[src/rtl/video_raster_gen.sv]
// Raster timing generator with a one-cycle-ahead pixel fetch, a registered video
// output, a sticky underrun flag and a character clock. TEST_PATTERN_EN adds a border/diagonal test pattern.
module video_raster_gen #(
  parameter int H_ACTIVE = 512,
  parameter int H_BLANK  = 128,
  parameter int V_ACTIVE = 240,
  parameter int V_BLANK  = 16,
  parameter int V_SWITCH = 8,
  parameter int N_FIELDS = 2,
  parameter int CHAR_W   = 8
) (
  input  logic                        clk_pixel,
  input  logic                        rst_n,
`ifdef TEST_PATTERN_EN
  input  logic                        pattern_en,
`endif
  output logic                        pix_req,
  output logic [$clog2(H_ACTIVE)-1:0] pix_x,
  output logic [$clog2(V_ACTIVE)-1:0] pix_y,
  input  logic                        pix_valid,
  input  logic                        pix_data,
  input  logic                        underrun_clr,
  output logic                        hdrive,
  output logic [$clog2(N_FIELDS)-1:0] field,
  output logic                        video,
  output logic                        clk_char_out,
  output logic                        underrun
);

  localparam int HT  = H_BLANK + H_ACTIVE;
  localparam int VT  = V_BLANK + V_ACTIVE;
  localparam int HCW = $clog2(HT);
  localparam int VCW = $clog2(VT);
  localparam int XW  = $clog2(H_ACTIVE);
  localparam int YW  = $clog2(V_ACTIVE);
  localparam int FW  = $clog2(N_FIELDS);
  localparam int CW  = $clog2(CHAR_W);

  localparam logic [HCW-1:0] H_LAST   = HCW'(HT - 1);
  localparam logic [HCW-1:0] H_BL     = HCW'(H_BLANK);
  localparam logic [HCW-1:0] H_REQ_LO = HCW'(H_BLANK - 1);
  localparam logic [HCW-1:0] H_REQ_HI = HCW'(HT - 2);
  localparam logic [VCW-1:0] V_LAST   = VCW'(VT - 1);
  localparam logic [VCW-1:0] V_BL     = VCW'(V_BLANK);
  localparam logic [VCW-1:0] V_SW     = VCW'(V_SWITCH);
  localparam logic [FW-1:0]  F_LAST   = FW'(N_FIELDS - 1);

  logic [HCW-1:0] hcount_q, hcount_d;
  logic [VCW-1:0] vcount_q, vcount_d;
  logic [FW-1:0]  field_q, field_d;
  logic [CW-1:0]  char_q, char_d;
  logic           video_q, video_d;
  logic           hdrive_q, hdrive_d;
  logic           underrun_q, underrun_d;
  logic           h_wrap, hblank, vblank, active, pix_bit, set_underrun;

`ifdef TEST_PATTERN_EN
  localparam logic [XW-1:0] X_HI = XW'(H_ACTIVE - 3);
  localparam logic [YW-1:0] Y_HI = YW'(V_ACTIVE - 3);
  logic [XW-1:0] pat_x;
  logic [YW-1:0] pat_y;
  logic          border, diag;
`endif

  always_comb begin
    h_wrap   = (hcount_q == H_LAST);
    hcount_d = h_wrap ? '0 : hcount_q + 1'b1;
    vcount_d = vcount_q;
    field_d  = field_q;
    if (h_wrap) begin
      vcount_d = (vcount_q == V_LAST) ? '0 : vcount_q + 1'b1;
      if (vcount_d == V_SW) field_d = (field_q == F_LAST) ? '0 : field_q + 1'b1;
    end
    char_d = char_q + 1'b1;

    hblank = (hcount_q < H_BL);
    vblank = (vcount_q < V_BL);
    active = !hblank && !vblank;

    // The fetch runs one pixel ahead, so it never spills into the next line.
    pix_req = !vblank && (hcount_q >= H_REQ_LO) && (hcount_q <= H_REQ_HI);
    pix_x   = pix_req ? XW'(hcount_q - H_REQ_LO) : '0;
    pix_y   = pix_req ? YW'(vcount_q - V_BL) : '0;

    pix_bit      = pix_valid && pix_data;
    set_underrun = active && !pix_valid;
`ifdef TEST_PATTERN_EN
    pat_x  = XW'(hcount_q - H_BL);
    pat_y  = YW'(vcount_q - V_BL);
    border = (pat_y < YW'(2)) || (pat_y > Y_HI) || (pat_x < XW'(2)) || (pat_x > X_HI);
    diag   = field_q[0] ? (pat_x[1:0] == ~pat_y[1:0]) : (pat_x[1:0] == pat_y[1:0]);
    if (pattern_en) begin
      pix_bit      = border || diag;
      set_underrun = 1'b0;
    end
`endif

    video_d    = active && pix_bit;
    hdrive_d   = !hblank;
    underrun_d = set_underrun ? 1'b1 : (underrun_clr ? 1'b0 : underrun_q);
  end

  always_ff @(posedge clk_pixel or negedge rst_n) begin
    if (!rst_n) begin
      hcount_q   <= '0;
      vcount_q   <= '0;
      field_q    <= '0;
      char_q     <= '0;
      video_q    <= 1'b0;
      hdrive_q   <= 1'b0;
      underrun_q <= 1'b0;
    end else begin
      hcount_q   <= hcount_d;
      vcount_q   <= vcount_d;
      field_q    <= field_d;
      char_q     <= char_d;
      video_q    <= video_d;
      hdrive_q   <= hdrive_d;
      underrun_q <= underrun_d;
    end
  end

  assign hdrive       = hdrive_q;
  assign field        = field_q;
  assign video        = video_q;
  assign underrun     = underrun_q;
  assign clk_char_out = ~char_q[CW-1];

endmodule
[config.mk]
export PLATFORM = sky130hd
export DESIGN_NAME = video_raster_gen
export DESIGN_NICKNAME = d
export VERILOG_FILES = /design/src/rtl/video_raster_gen.sv
export SDC_FILE = /design/constraint.sdc
export NUM_CORES = 1
export LEC_CHECK = 0
export ABC_AREA = 1
export BUFFER_PORTS_ARGS = -buffer_cell sky130_fd_sc_hd__buf_2
export CAP_MARGIN = 20
export CORE_MARGIN = 5
export CORE_UTILIZATION = 40
export CTS_CLUSTER_DIAMETER = 30
export DETAILED_ROUTE_END_ITERATION = 12
export PLACE_DENSITY = 0.67
export SETUP_SLACK_MARGIN = 0.2
export SLEW_MARGIN = 5
export SYNTH_ARGS = -nofsm -noshare
export SYNTH_HDL_FRONTEND = slang
export SYNTH_SLANG_ARGS = --single-unit
[constraint.sdc]
create_clock -name clk_pixel -period 1.8 [get_ports clk_pixel]
set_clock_uncertainty 0.2 [all_clocks]
set_input_delay 0.36 -clock clk_pixel [delete_from_list [all_inputs] [get_ports clk_pixel]]
set_output_delay 0.36 -clock clk_pixel [all_outputs]
set_load 0.05 [all_outputs]
# Yosys cells after proc, flatten, opt, wreduce, memory -nomap -nowiden
# Cells that the tools add are included.
[word_totals] ff_bits=25 inputBits=5 output_inout_bits=23 elab_cells=39
[op_classes] addsub=6 order_cmp=4 n_eq_ne=3 muxes=7 bitwise_logic=1 n_reduce_logical=11
[op_table] op="2-to-1 mux 8 bit" n=2
[op_table] op="adder 10 x 1 -> 10 bit (second input constant)" n=1
[op_table] op="equality test 10 bit (second input constant)" n=1
[op_table] op="greater-or-equal comparator 10 x 7 -> 1 bit (second input constant)" n=1
[op_table] op="less-or-equal comparator 10 bit (second input constant)" n=1
[op_table] op="< comparator 10 x 8 -> 1 bit (second input constant)" n=1
[op_table] op="2-to-1 mux 10 bit" n=1
[op_table] op="2-to-1 mux 9 bit" n=1
[op_table] op="subtractor 9 x 7 -> 9 bit (second input constant)" n=1
[op_table] op="adder 8 x 1 -> 8 bit (second input constant)" n=1
[op_table] op="equality test 8 x 4 -> 1 bit (second input constant)" n=1
[op_table] op="equality test 8 bit (second input constant)" n=1
[op_table] op="< comparator 8 x 5 -> 1 bit (second input constant)" n=1
[op_table] op="subtractor 8 x 5 -> 8 bit (second input constant)" n=1
[op_table] op="logical AND 1 bit" n=6
[op_table] op="adder 3 x 1 -> 3 bit (second input constant)" n=1
[op_table] op="zero test 1 bit" n=3
[op_table] op="2-to-1 mux 1 bit" n=3
[op_table] op="AND reduction 2 bit" n=1
[op_table] op="nonzero test 2 bit" n=1
[op_table] op="adder 1 bit (second input constant)" n=1
[op_table] op="NOT 1 bit" n=1

# Longest topological paths before layout
# Gate-level depths: netlist (run 1).
[logic_depth] ltp_word=5 mapped_depth=10 depth_no_buf=10

# Least setup slack after synthesis (run 1)
# Ideal clock, no wire load.
[synth_path] path_kind="reg2out" startpoint="register vcount_q[4]" endpoint="output port pix_x[8]" arrival_time_ns=2.063 path_slack_ns=-0.823 stages_incl_launch_ff=6 n_path_buf=0 cell_sequence="dfrtp_1 -> inv_1 -> ha_1 -> nand3_1 -> nand4_4 -> nor3_1"
[synth_via] elab_chain_len=5
[synth_rtl] element="start: declaration" line="49" rtl="logic [VCW-1:0] vcount_q, vcount_d;"
[synth_rtl] element="start signal: assignment" line="114" rtl="vcount_q <= vcount_d;"
[synth_rtl] element="< comparator 8 x 5 -> 1 bit" line="77" rtl="vblank = (vcount_q < V_BL);"
[synth_rtl] element="zero test 1 bit" line="81" rtl="pix_req = !vblank && (hcount_q >= H_REQ_LO) && (hcount_q <= H_REQ_HI);"
[synth_rtl] element="logical AND 1 bit (2 in a row)" line="81"
[synth_rtl] element="2-to-1 mux 9 bit" line="82" rtl="pix_x = pix_req ? XW'(hcount_q - H_REQ_LO) : '0;"
[synth_rtl] element="end: declaration" line="18" rtl="output logic [$clog2(H_ACTIVE)-1:0] pix_x,"
# No other way between the ends.

# Worst setup path in the final report (run 1)
[layout_path] startpoint="register hcount_q[5]" endpoint="output port pix_x[8]"
[layout_via] elab_chain_len=4 elab_cells_between_ends=6 cone_classes="add/sub: 1; order compare: 2; mux: 1; reduce/logical: 2"
[layout_rtl] element="start: declaration" line="48" rtl="logic [HCW-1:0] hcount_q, hcount_d;"
[layout_rtl] element="start signal: assignment" line="113" rtl="hcount_q <= hcount_d;"
[layout_rtl] element="greater-or-equal comparator 10 x 7 -> 1 bit" line="81"
[layout_rtl] element="logical AND 1 bit (2 in a row)" line="81"
[layout_rtl] element="2-to-1 mux 9 bit (*)" line="82"
# Mark *: on every way between the ends. The rest lies on a longest branch, timed or not.

==> results of run 1 <==
## registers in the layout, summed over array words and instances, names as in the netlist
register	flops
char_q	3
field	1
hcount_q	10
hdrive	1
underrun	1
vcount_q	8
video	1
## how the worst max path moves through the flow
stage | to | slack (ns)
global placement | pix_x[8] | -0.27
global route | pix_x[8] | -0.59
CTS | pix_x[7] | -0.45
floorplan | pix_x[7] | -0.33
detailed placement | pix_y[5] | -0.25
finish | pix_x[8] | -0.52
## worst max-delay path: cells and delay by family (launching register included)
kind / cells / cell delay (ns)
buffers and inverters: 2 / 0.38
DFF: 1 / 0.39
and+or+nand+nor: 6 / 0.70
## kinds of logic after synthesis
kind of cell	after synthesis	share of synthesized area
compound gates	14	0.0499
xor+xnor	10	0.0592
fa+ha+maj	5	0.0423
buf+inv	35	0.0938
flops	25	0.423
simple gates	101	0.332
## metrics by stage
step | total power, mW | util | hold slack [ns] | instances | setup TNS, ns
6_report | 0.940 | 0.710 | 0.0656 | 321 | -8.12
5_1_grt | 0.966 | 0.710 | 0.0773 | 321 | -9.80
4_1_cts | 0.939 | 0.655 | 0.0648 | 317 | -7.61
3_5_place_dp | 0.589 | 0.571 | 0.192 | 304 | -3.96
3_3_place_gp | 0.589 | 0.571 | 0.194 | 304 | -3.60
2_1_floorplan | 0.573 | - | -0.136 | 190 | -4.46
## placed cells by master, fill, tap and decap left out, types with 2 or more instances in the layout
master      count
inv_1          26
clkbuf_8        3
nand2_1        35
o21ai_1         3
dfrtp_1        24
o21ai_0         4
xnor2_1         2
nand4_1         3
nand3_4         5
clkinvlp_4      2
xor2_1          6
nand3_2         2
buf_6          29
ha_4            3
nand2_2         8
nand2_4         2
nor2_4         16
a21oi_2         2
inv_2           5
inv_4           2
xor2_2          2
o22ai_2         2
a21oi_1         2
nor2_1          8
buf_4          38
nand3_1         6
buf_2          10
nor2_2         10
## power by group through the flow
stage                     logic, mW  registers (mW)  clock network [mW]
after floorplan            0.000578           0.572                   0
after global placement       0.0166           0.572                   0
after detailed placement     0.0166           0.572                   0
after CTS                    0.0183           0.561               0.360
after global routing         0.0207           0.561               0.384
final                        0.0176           0.561               0.362
## per-layer routing
metal	track usage	wire length (um)	vias up
met4	0.0585	74	0
li1	-	-	756
met1	0.219	1970	738
met3	0.0156	192	6
met5	0	0	-
met2	0.270	2200	48
## layout make-up
type	count	area (um2)
multi-input combinational	130	1000
clock inverter	1	7.51
inverter	34	136
timing repair buffer	80	707
fill	259	1050
tap	48	60.1
sequential	25	627
clock buffer	3	41.3
## what timing repair did
action	4_1_cts	5_1_grt
hold buffers	1	0
pin swaps	13	7
endpoints found under the setup margin	31	33
gates resized for setup	57	42
endpoints found under the hold margin	25	0
buffers inserted	8	4
==> qor.txt, run 1 <==
==================================================================================
Net count, final                                                               284
Die W                                                                      70.8 um
Aggregate routed wire length                                               4430 um
Core footprint                                                            3630 um2
Number of antenna violations at the first check in global routing                0
DRC errors left                                                                  0
RSZ-0062 raised after global routing                                           yes
Height of the die                                                          70.8 um
Final weighted congestion of routability-driven global placement             0.858
Worst endpoint data arrival time                                           1.76 ns
Portion of total power attributed to sequential cells                        0.597
TritonCTS Buffers                                                                3
End of the worst register-to-register path                            hcount_q[3]$_DFF_PN0_
WL/cell                                                                    13.8 um
Run status                                                            finished with violations
Number of setup violations in the final report                                  18
Setup crit start kind                                                    flip-flop
Avg Vias per Cell                                                             4.82
Share of the synthesized area in the top cell type                           0.423
Largest fanout of any net on the critical path                                   6
Setup CP Type                                                         flip-flop to output pin
Max-slew violation total from the final report                                   0
Area Overhead vs Synth                                                       74.2%
Share of final-layout standard cells stronger than drive strength 1          0.549
Fraction of the yosys area taken by sequential cells                         0.423
Die area                                                                  5020 um2
Leakage power                                                              1.21 nW
Failing checks                                                        setup timing
Main synth FF type                                                         dfrtp_1
Data required, critical path                                               1.24 ns
Number of flops mapped to enable cells by yosys                                  0
Site Rows                                                                       22
Post-Layout Inst Area                                                     2580 um2
Distinct cells, synth                                                           22
Reg2Reg Launch Point                                                  hcount_q[0]$_DFF_PN0_
Post-DRT Antenna Nets                                                            0
Clock latency reported for the late side of the worst-skew pair            0.28 ns
Worst Min Path Start                                                  underrun_clr
Worst Hold Endpoint                                                   underrun$_DFFE_PN0P_
Post-Syn Instances                                                             190
TritonCTS clock tree                                                          done
Worst-case headroom to the max-slew limit                                    0.609
Power share of the clock group                                               0.385
Library cell occupying the most area in the post-synthesis netlist         dfrtp_1
Top cells by instance count after synthesis                           43 x nand2_1, 34 x inv_1, 25 x dfrtp_1
Boundary pin count                                                              28
Number of antenna diodes                                                         0
Tot GR Track Use                                                             0.162
Congestion Overflow GR                                                           0
Critical Path Sink Type                                                 output pin
DPL Wire Length                                                            2730 um
Tightest Pin Transition                                                   0.587 ns
Buffers added on ports                                                          27
Largest net degree at the start of global routing                               26
Crit-path slowest cell                                                     dfrtp_1
Pre-CTS worst setup slack                                                -0.249 ns
Syn avg cell area                                                         7.79 um2
Share of the clock period used by the worst path after layout                 1.29
Post-placement cell area                                                  2070 um2
Dominant cell type by count on the critical path                             buf_6
Number of max-cap violations                                                     0
Share of synthesized registers carrying an async set or reset                 1.00
WHS Path Cells                                                                   2
Biggest cell delay along the critical path                                 0.39 ns
Switch Pwr                                                                  217 uW
Initial core utilization                                                     0.407
Final min period                                                           2.32 ns
Sink Count                                                                      25
Share of power burned in combinational logic                                 0.019
Internal power                                                              724 uW
CTS max path bufs                                                                2
Root cell of the clock tree                                               clkbuf_8
Number of hold violations in the final report                                    0
Post-synthesis instance area                                              1480 um2
R2R depth                                                                        8
Number of storage elements in the synthesis netlist                             25
Cells along the critical path                                         nand2_2 > nor2_4 > nand3_4 > nand2_4 > nand4_4 > buf_6 > nor3_4 > buf_6
Post-Synthesis Net Count                                                       200
Drt first pass iters                                                             4
Worst reg-to-reg setup slack                                               0.04 ns
Number of warnings reported in the yosys synthesis log                           0
First-pass GRT wire length                                                 6580 um
Biggest area contributors in the synthesized netlist                  dfrtp_1 42%, nand2_1 11%, inv_1 8.6%, nor2_1 5.6%, xor2_1 4.7%
Ratio of total power to cell area                                       365 nW/um2
Most repeated cell in the gate-level netlist after synthesis               nand2_1
Max H-tree Level                                                                 1
Path type of the worst min-delay path                                 input pin to flip-flop
Maximum clock rate                                                         431 MHz
Clock transition at path regs                                              0.10 ns
Vias after detailed routing                                                   1548
Fraction of power spent switching nets                                       0.231
DR iter-0 viols                                                                107
Peak VDD IR                                                               0.241 mV
Start point of the critical path                                      hcount_q[5]$_DFF_PN0_
Final critical-path setup slack                                          -0.520 ns
Number of global-route vias before repair                                     1452
==================================================================================
(Power assumes the default switching activity.)
==> inputs of run 2 (changes only) <==
Settings changed: CELL_PAD_IN_SITES_DETAIL_PLACEMENT set to 1, CELL_PAD_IN_SITES_GLOBAL_PLACEMENT set to 2, CORE_UTILIZATION 40 to 28, PLACE_DENSITY 0.67 to 0.78.
==> qor.txt, run 2 (same netlist as run 1, synthesis figures left out) <==
=====================================================================================
WL/cell                                                                       14.4 um
Peak VDD IR                                                                  0.309 mV
Maximum clock rate                                                            429 MHz
DRC errors left                                                                     0
Site Rows                                                                          26
Final min period                                                              2.33 ns
GR Layer Usage met1                                                             0.160
Global routing met3 resource utilization                                       0.0336
Setup crit start kind                                                       flip-flop
TritonCTS Buffers                                                                   3
Worst path top cell family by delay                                      simple AND/OR/NAND/NOR gates
Avg Vias per Cell                                                                4.41
Ratio of total power to cell area                                          361 nW/um2
Crit-path slowest cell                                                        dfrtp_1
First-pass GRT wire length                                                    7960 um
Drt first pass iters                                                                4
Setup CP Type                                                            flip-flop to output pin
Total stage count of the critical path                                              8
Leakage power                                                                 1.25 nW
Most frequent cells in the layout                                        52 x buf_4, 36 x nand2_1, 26 x inv_1, 25 x dfrtp_1, 15 x nor2_4
Number of antenna violations at the first check in global routing                   0
Post-DRT Antenna Nets                                                               0
Number of hold violations in the final report                                       0
Net count, final                                                                  287
Initial core utilization                                                        0.290
Number of setup violations in the final report                                     20
Post-Layout Inst Area                                                        2600 um2
Failing checks                                                           setup timing
DR iter-0 viols                                                                    36
Die area                                                                     6840 um2
Area Overhead vs Synth                                                          75.5%
CTS max path bufs                                                                   2
R2R depth                                                                          10
Fraction of met2 tracks used by global routing                                  0.314
RSZ-0062 raised after global routing                                              yes
Path type of the worst min-delay path                                    input pin to flip-flop
Vias after detailed routing                                                      1525
Clock latency reported for the late side of the worst-skew pair               0.27 ns
Buffers & Inverters on Critical Path                                                2
Share of the clock period used by the worst path after layout                    1.30
Tightest Pin Transition                                                      0.596 ns
Root cell of the clock tree                                                  clkbuf_8
DPL Wire Length                                                               3460 um
Number of global-route vias before repair                                        1688
Largest net degree at the start of global routing                                  26
Share of final-layout standard cells stronger than drive strength 1             0.533
Run status                                                               finished with violations
Worst endpoint data arrival time                                              1.77 ns
Peak-usage layer in the global routing report                                    met2
Biggest registers after layout                                           hcount_q: 10 flops, vcount_q: 8 flops, char_q: 3 flops
Congestion Overflow GR                                                              0
Aggregate routed wire length                                                  5000 um
Boundary pin count                                                                 28
Reg2Reg Launch Point                                                     hcount_q[5]$_DFF_PN0_
Pwr Total                                                                      938 uW
Filler instances                                                                  599
Aggregate negative setup slack                                               -8.89 ns
Final critical-path setup slack                                             -0.533 ns
Core footprint                                                               5110 um2
Die W                                                                         82.7 um
Cells along the critical path                                            nand2_2 > nor2_4 > nand3_4 > nand2_2 > nand4_4 > bufbuf_16 > nor2_4 > buf_8
Clock transition at path regs                                                 0.10 ns
Max FFs per register                                                               10
Tot GR Track Use                                                                0.158
Biggest cell delay along the critical path                                    0.40 ns
Data required, critical path                                                  1.24 ns
Worst-case headroom to the max-slew limit                                       0.603
Critical Path Sink Type                                                    output pin
Pre-CTS worst setup slack                                                   -0.300 ns
TritonCTS clock tree                                                             done
Sink Count                                                                         25
Final weighted congestion of routability-driven global placement                0.753
Most frequent standard cell in the layout excluding fill and tap cells          buf_4
WHS Path Cells                                                                      2
Worst Min Path Start                                                     underrun_clr
Max-slew violation total from the final report                                      0
Height of the die                                                             82.7 um
Register ranked first by flip-flop count                                     hcount_q
Max H-tree Level                                                                    1
Post-placement cell area                                                     2120 um2
Number of antenna diodes                                                            0
Buffers added on ports                                                             27
Largest fanout of any net on the critical path                                      4
Number of max-cap violations                                                        0
Start point of the critical path                                         hcount_q[5]$_DFF_PN0_
=====================================================================================
## run 2: area by class of cell
cell class | count | area [um2] | area share
Multi-Input combinational cell | 130 | 963 | 0.371
Timing Repair Buffer | 83 | 736 | 0.283
Sequential cell | 25 | 626 | 0.241
Inverter | 34 | 136 | 0.0525
Tap cell | 70 | 87.6 | 0.0337
Clock buffer | 3 | 41.3 | 0.0159
Clock inverter | 1 | 7.51 | 0.00289
## run 2: metrics by stage
| stage | hold slack (ns) | util | instances |
|---|---|---|---|
| 6_report | 0.0680 | 0.509 | 346 |
| 5_1_grt | 0.0752 | 0.509 | 346 |
| 4_1_cts | 0.0632 | 0.478 | 340 |
| 3_5_place_dp | 0.200 | 0.415 | 327 |
| 3_3_place_gp | 0.201 | 0.415 | 327 |
| 2_1_floorplan | -0.136 | - | 190 |
## run 2: routing by layer
layer,vias to the layer above,wire length [um]
met2,26,2810
met1,736,1930
met5,-,0
li1,755,-
met4,0,97
met3,8,161
## run 2: report_power, final
group,internal [mW],leakage (nW),switching [mW]
Clock,0.157,0.0217,0.202
Combinational,0.00476,0.897,0.0128
Sequential,0.561,0.331,0.0000000000000000375
Total,0.723,1.25,0.214
## run 2: timing repair
item                                    CTS  global route
cloned                                    1             0
endpoints found under the setup margin   33            34
hold buffers                              1             0
hold endpoints to repair                 25             0
resized for setup                        51            32
buffers inserted                          7             6
pin swaps                                 8             9
## run 2: final timing paths
path                                            to  slack (ns)
max reg2reg                  hcount_q[3]$_DFF_PN0_       -0.02
min reg2reg                    char_q[0]$_DFF_PN0_        0.25
min in group asynchronous      char_q[2]$_DFF_PN0_        0.41
max                                       pix_x[4]       -0.53
max in group asynchronous  vcount_q[6]$_DFFE_PN0P_        0.59
min                           underrun$_DFFE_PN0P_        0.07
==> inputs of run 3 (changes only) <==
Settings changed: GPL_TIMING_DRIVEN set to 0, RECOVER_POWER set to 25.
==> qor.txt, run 3 (same netlist as run 1, synthesis figures left out) <==
=====================================================================================
Run status                                                               finished with violations
Failing checks                                                           setup timing
Worst reg-to-reg setup slack                                                  0.10 ns
Crit-path slowest cell                                                        dfrtp_1
Biggest cell delay along the critical path                                    0.39 ns
Setup CP Type                                                            flip-flop to output pin
Clock transition at path regs                                                 0.09 ns
Data required, critical path                                                  1.24 ns
Tot GR Track Use                                                                0.134
Aggregate negative setup slack                                               -8.58 ns
Buffers & Inverters on Critical Path                                                3
Most frequent cells in the layout                                        39 x nand2_1, 29 x inv_1, 23 x buf_6, 19 x dfrtp_1
Worst-case headroom to the max-slew limit                                       0.558
Path type of the worst min-delay path                                    input pin to flip-flop
Congestion Overflow GR                                                              0
Final critical-path setup slack                                             -0.502 ns
Critical Path Sink Type                                                    output pin
Die W                                                                         82.7 um
Filler instances                                                                  598
Tightest Pin Transition                                                      0.663 ns
Leakage power                                                                 1.11 nW
Ratio of total power to cell area                                          388 nW/um2
Core footprint                                                               5110 um2
DPL Wire Length                                                               2870 um
DR iter-0 viols                                                                    18
Largest fanout of any net on the critical path                                      4
DRC errors left                                                                     0
Buffers added on ports                                                             27
Number of setup violations in the final report                                     18
Post-DRT Antenna Nets                                                               0
Die area                                                                     6840 um2
Dominant cell type by count on the critical path                                buf_6
Max H-tree Level                                                                    1
CTS max path bufs                                                                   2
Register ranked first by flip-flop count                                     hcount_q
Number of global-route vias before repair                                        1528
Sink Count                                                                         25
Cells along the critical path                                            nand2_2 > nor2_4 > nand3_4 > nand2_4 > nand4_4 > buf_12 > buf_6 > nor3_4 > buf_6
Number of antenna diodes                                                            0
TritonCTS clock tree                                                             done
RSZ-0062 raised after global routing                                              yes
Boundary pin count                                                                 28
Max FFs per register                                                               10
Worst endpoint data arrival time                                              1.74 ns
Final cell utilization of the core                                              0.466
Initial core utilization                                                        0.290
Avg Vias per Cell                                                                4.39
Root cell of the clock tree                                                  clkbuf_8
Site Rows                                                                          26
Area Overhead vs Synth                                                          60.9%
Aggregate routed wire length                                                  4150 um
Net count, final                                                                  258
Largest net degree at the start of global routing                                  26
Number of antenna violations at the first check in global routing                   0
TritonCTS Buffers                                                                   3
Vias after detailed routing                                                      1391
Share of the clock period used by the worst path after layout                    1.28
Number of max-cap violations                                                        0
Height of the die                                                             82.7 um
Drt first pass iters                                                                4
Final weighted congestion of routability-driven global placement                0.749
Peak VDD IR                                                                  0.279 mV
Worst path top cell family by delay                                      simple AND/OR/NAND/NOR gates
Number of hold violations in the final report                                       0
Most frequent standard cell in the layout excluding fill and tap cells        nand2_1
Share of final-layout standard cells stronger than drive strength 1             0.470
Clock latency reported for the late side of the worst-skew pair               0.27 ns
WL/cell                                                                       13.1 um
Maximum clock rate                                                            434 MHz
Setup crit start kind                                                       flip-flop
Max-slew violation total from the final report                                      0
Final min period                                                              2.30 ns
First-pass GRT wire length                                                    6980 um
Biggest registers after layout                                           hcount_q: 10 flops, vcount_q: 8 flops, char_q: 3 flops
=====================================================================================
[run 3: power breakdown]
part / internal (mW) / leakage, nW / switching, mW
Sequential: 0.561 / 0.322 / 0.0000000000000000321
Combinational: 0.00472 / 0.765 / 0.0128
Clock: 0.155 / 0.0255 / 0.190
Total: 0.721 / 1.11 / 0.203
[run 3: worst register-to-register path, delay by kind of cell, from the launching register on]
family                    cells  cell delay (ns)
and+or+nand+nor               5             0.56
DFF                           1             0.39
buffers and inverters         2             0.32
xor gates and xnor gates      1             0.13
[run 3: through the flow]
stage          setup WS, ns  hold slack (ns)  cells  power (mW)  cell area [um2]
5_1_grt              -0.613           0.0798    317       0.959             2380
6_report             -0.502           0.0715    317       0.923             2380
3_5_place_dp         -0.557            0.206    287       0.590             1810
4_1_cts              -0.511           0.0653    316       0.943             2290
2_1_floorplan        -0.334           -0.136    190       0.573             1590
3_3_place_gp         -0.544            0.205    287       0.589             1810
[run 3: final cells by class]
| cell class | instances | area [um2] | area share |
|---|---|---|---|
| multi-input cells | 130 | 932 | 0.391 |
| flip-flops and latches | 25 | 633 | 0.266 |
| repair buffers | 53 | 532 | 0.223 |
| inverters | 34 | 131 | 0.0551 |
| well taps | 70 | 87.6 | 0.0368 |
| clock buffers | 3 | 41.3 | 0.0173 |
| plain buffers | 1 | 20.0 | 0.00840 |
| clock inverters | 1 | 5.00 | 0.00210 |
[run 3: path summary, 6_finish.rpt]
path / start / to / cells after the start
max: hcount_q[4]$_DFF_PN0_ / pix_x[8] / 9
max reg2reg: hcount_q[4]$_DFF_PN0_ / vcount_q[2]$_DFFE_PN0P_ / 8
min reg2reg: char_q[0]$_DFF_PN0_ / char_q[0]$_DFF_PN0_ / 1
max in group asynchronous: rst_n / hcount_q[8]$_DFF_PN0_ / 2
min in group asynchronous: rst_n / char_q[2]$_DFF_PN0_ / 2
min: underrun_clr / underrun$_DFFE_PN0P_ / 2
[run 3: metal layers]
| layer | wire, um | vias to the layer above | global-route usage |
|---|---|---|---|
| met5 | 0 | - | 0 |
| li1 | - | 701 | - |
| met1 | 1750 | 672 | 0.156 |
| met2 | 2260 | 16 | 0.258 |
| met3 | 126 | 2 | 0.0206 |
| met4 | 14 | 0 | 0.0212 |
[run 3: what timing repair did]
action	4_1_cts	5_1_grt
pin swaps	12	10
hold buffers	1	0
gates cloned	1	0
endpoints found under the hold margin	25	0
gates resized for setup	68	20
setup buffers	23	1
setup endpoints to repair	28	33
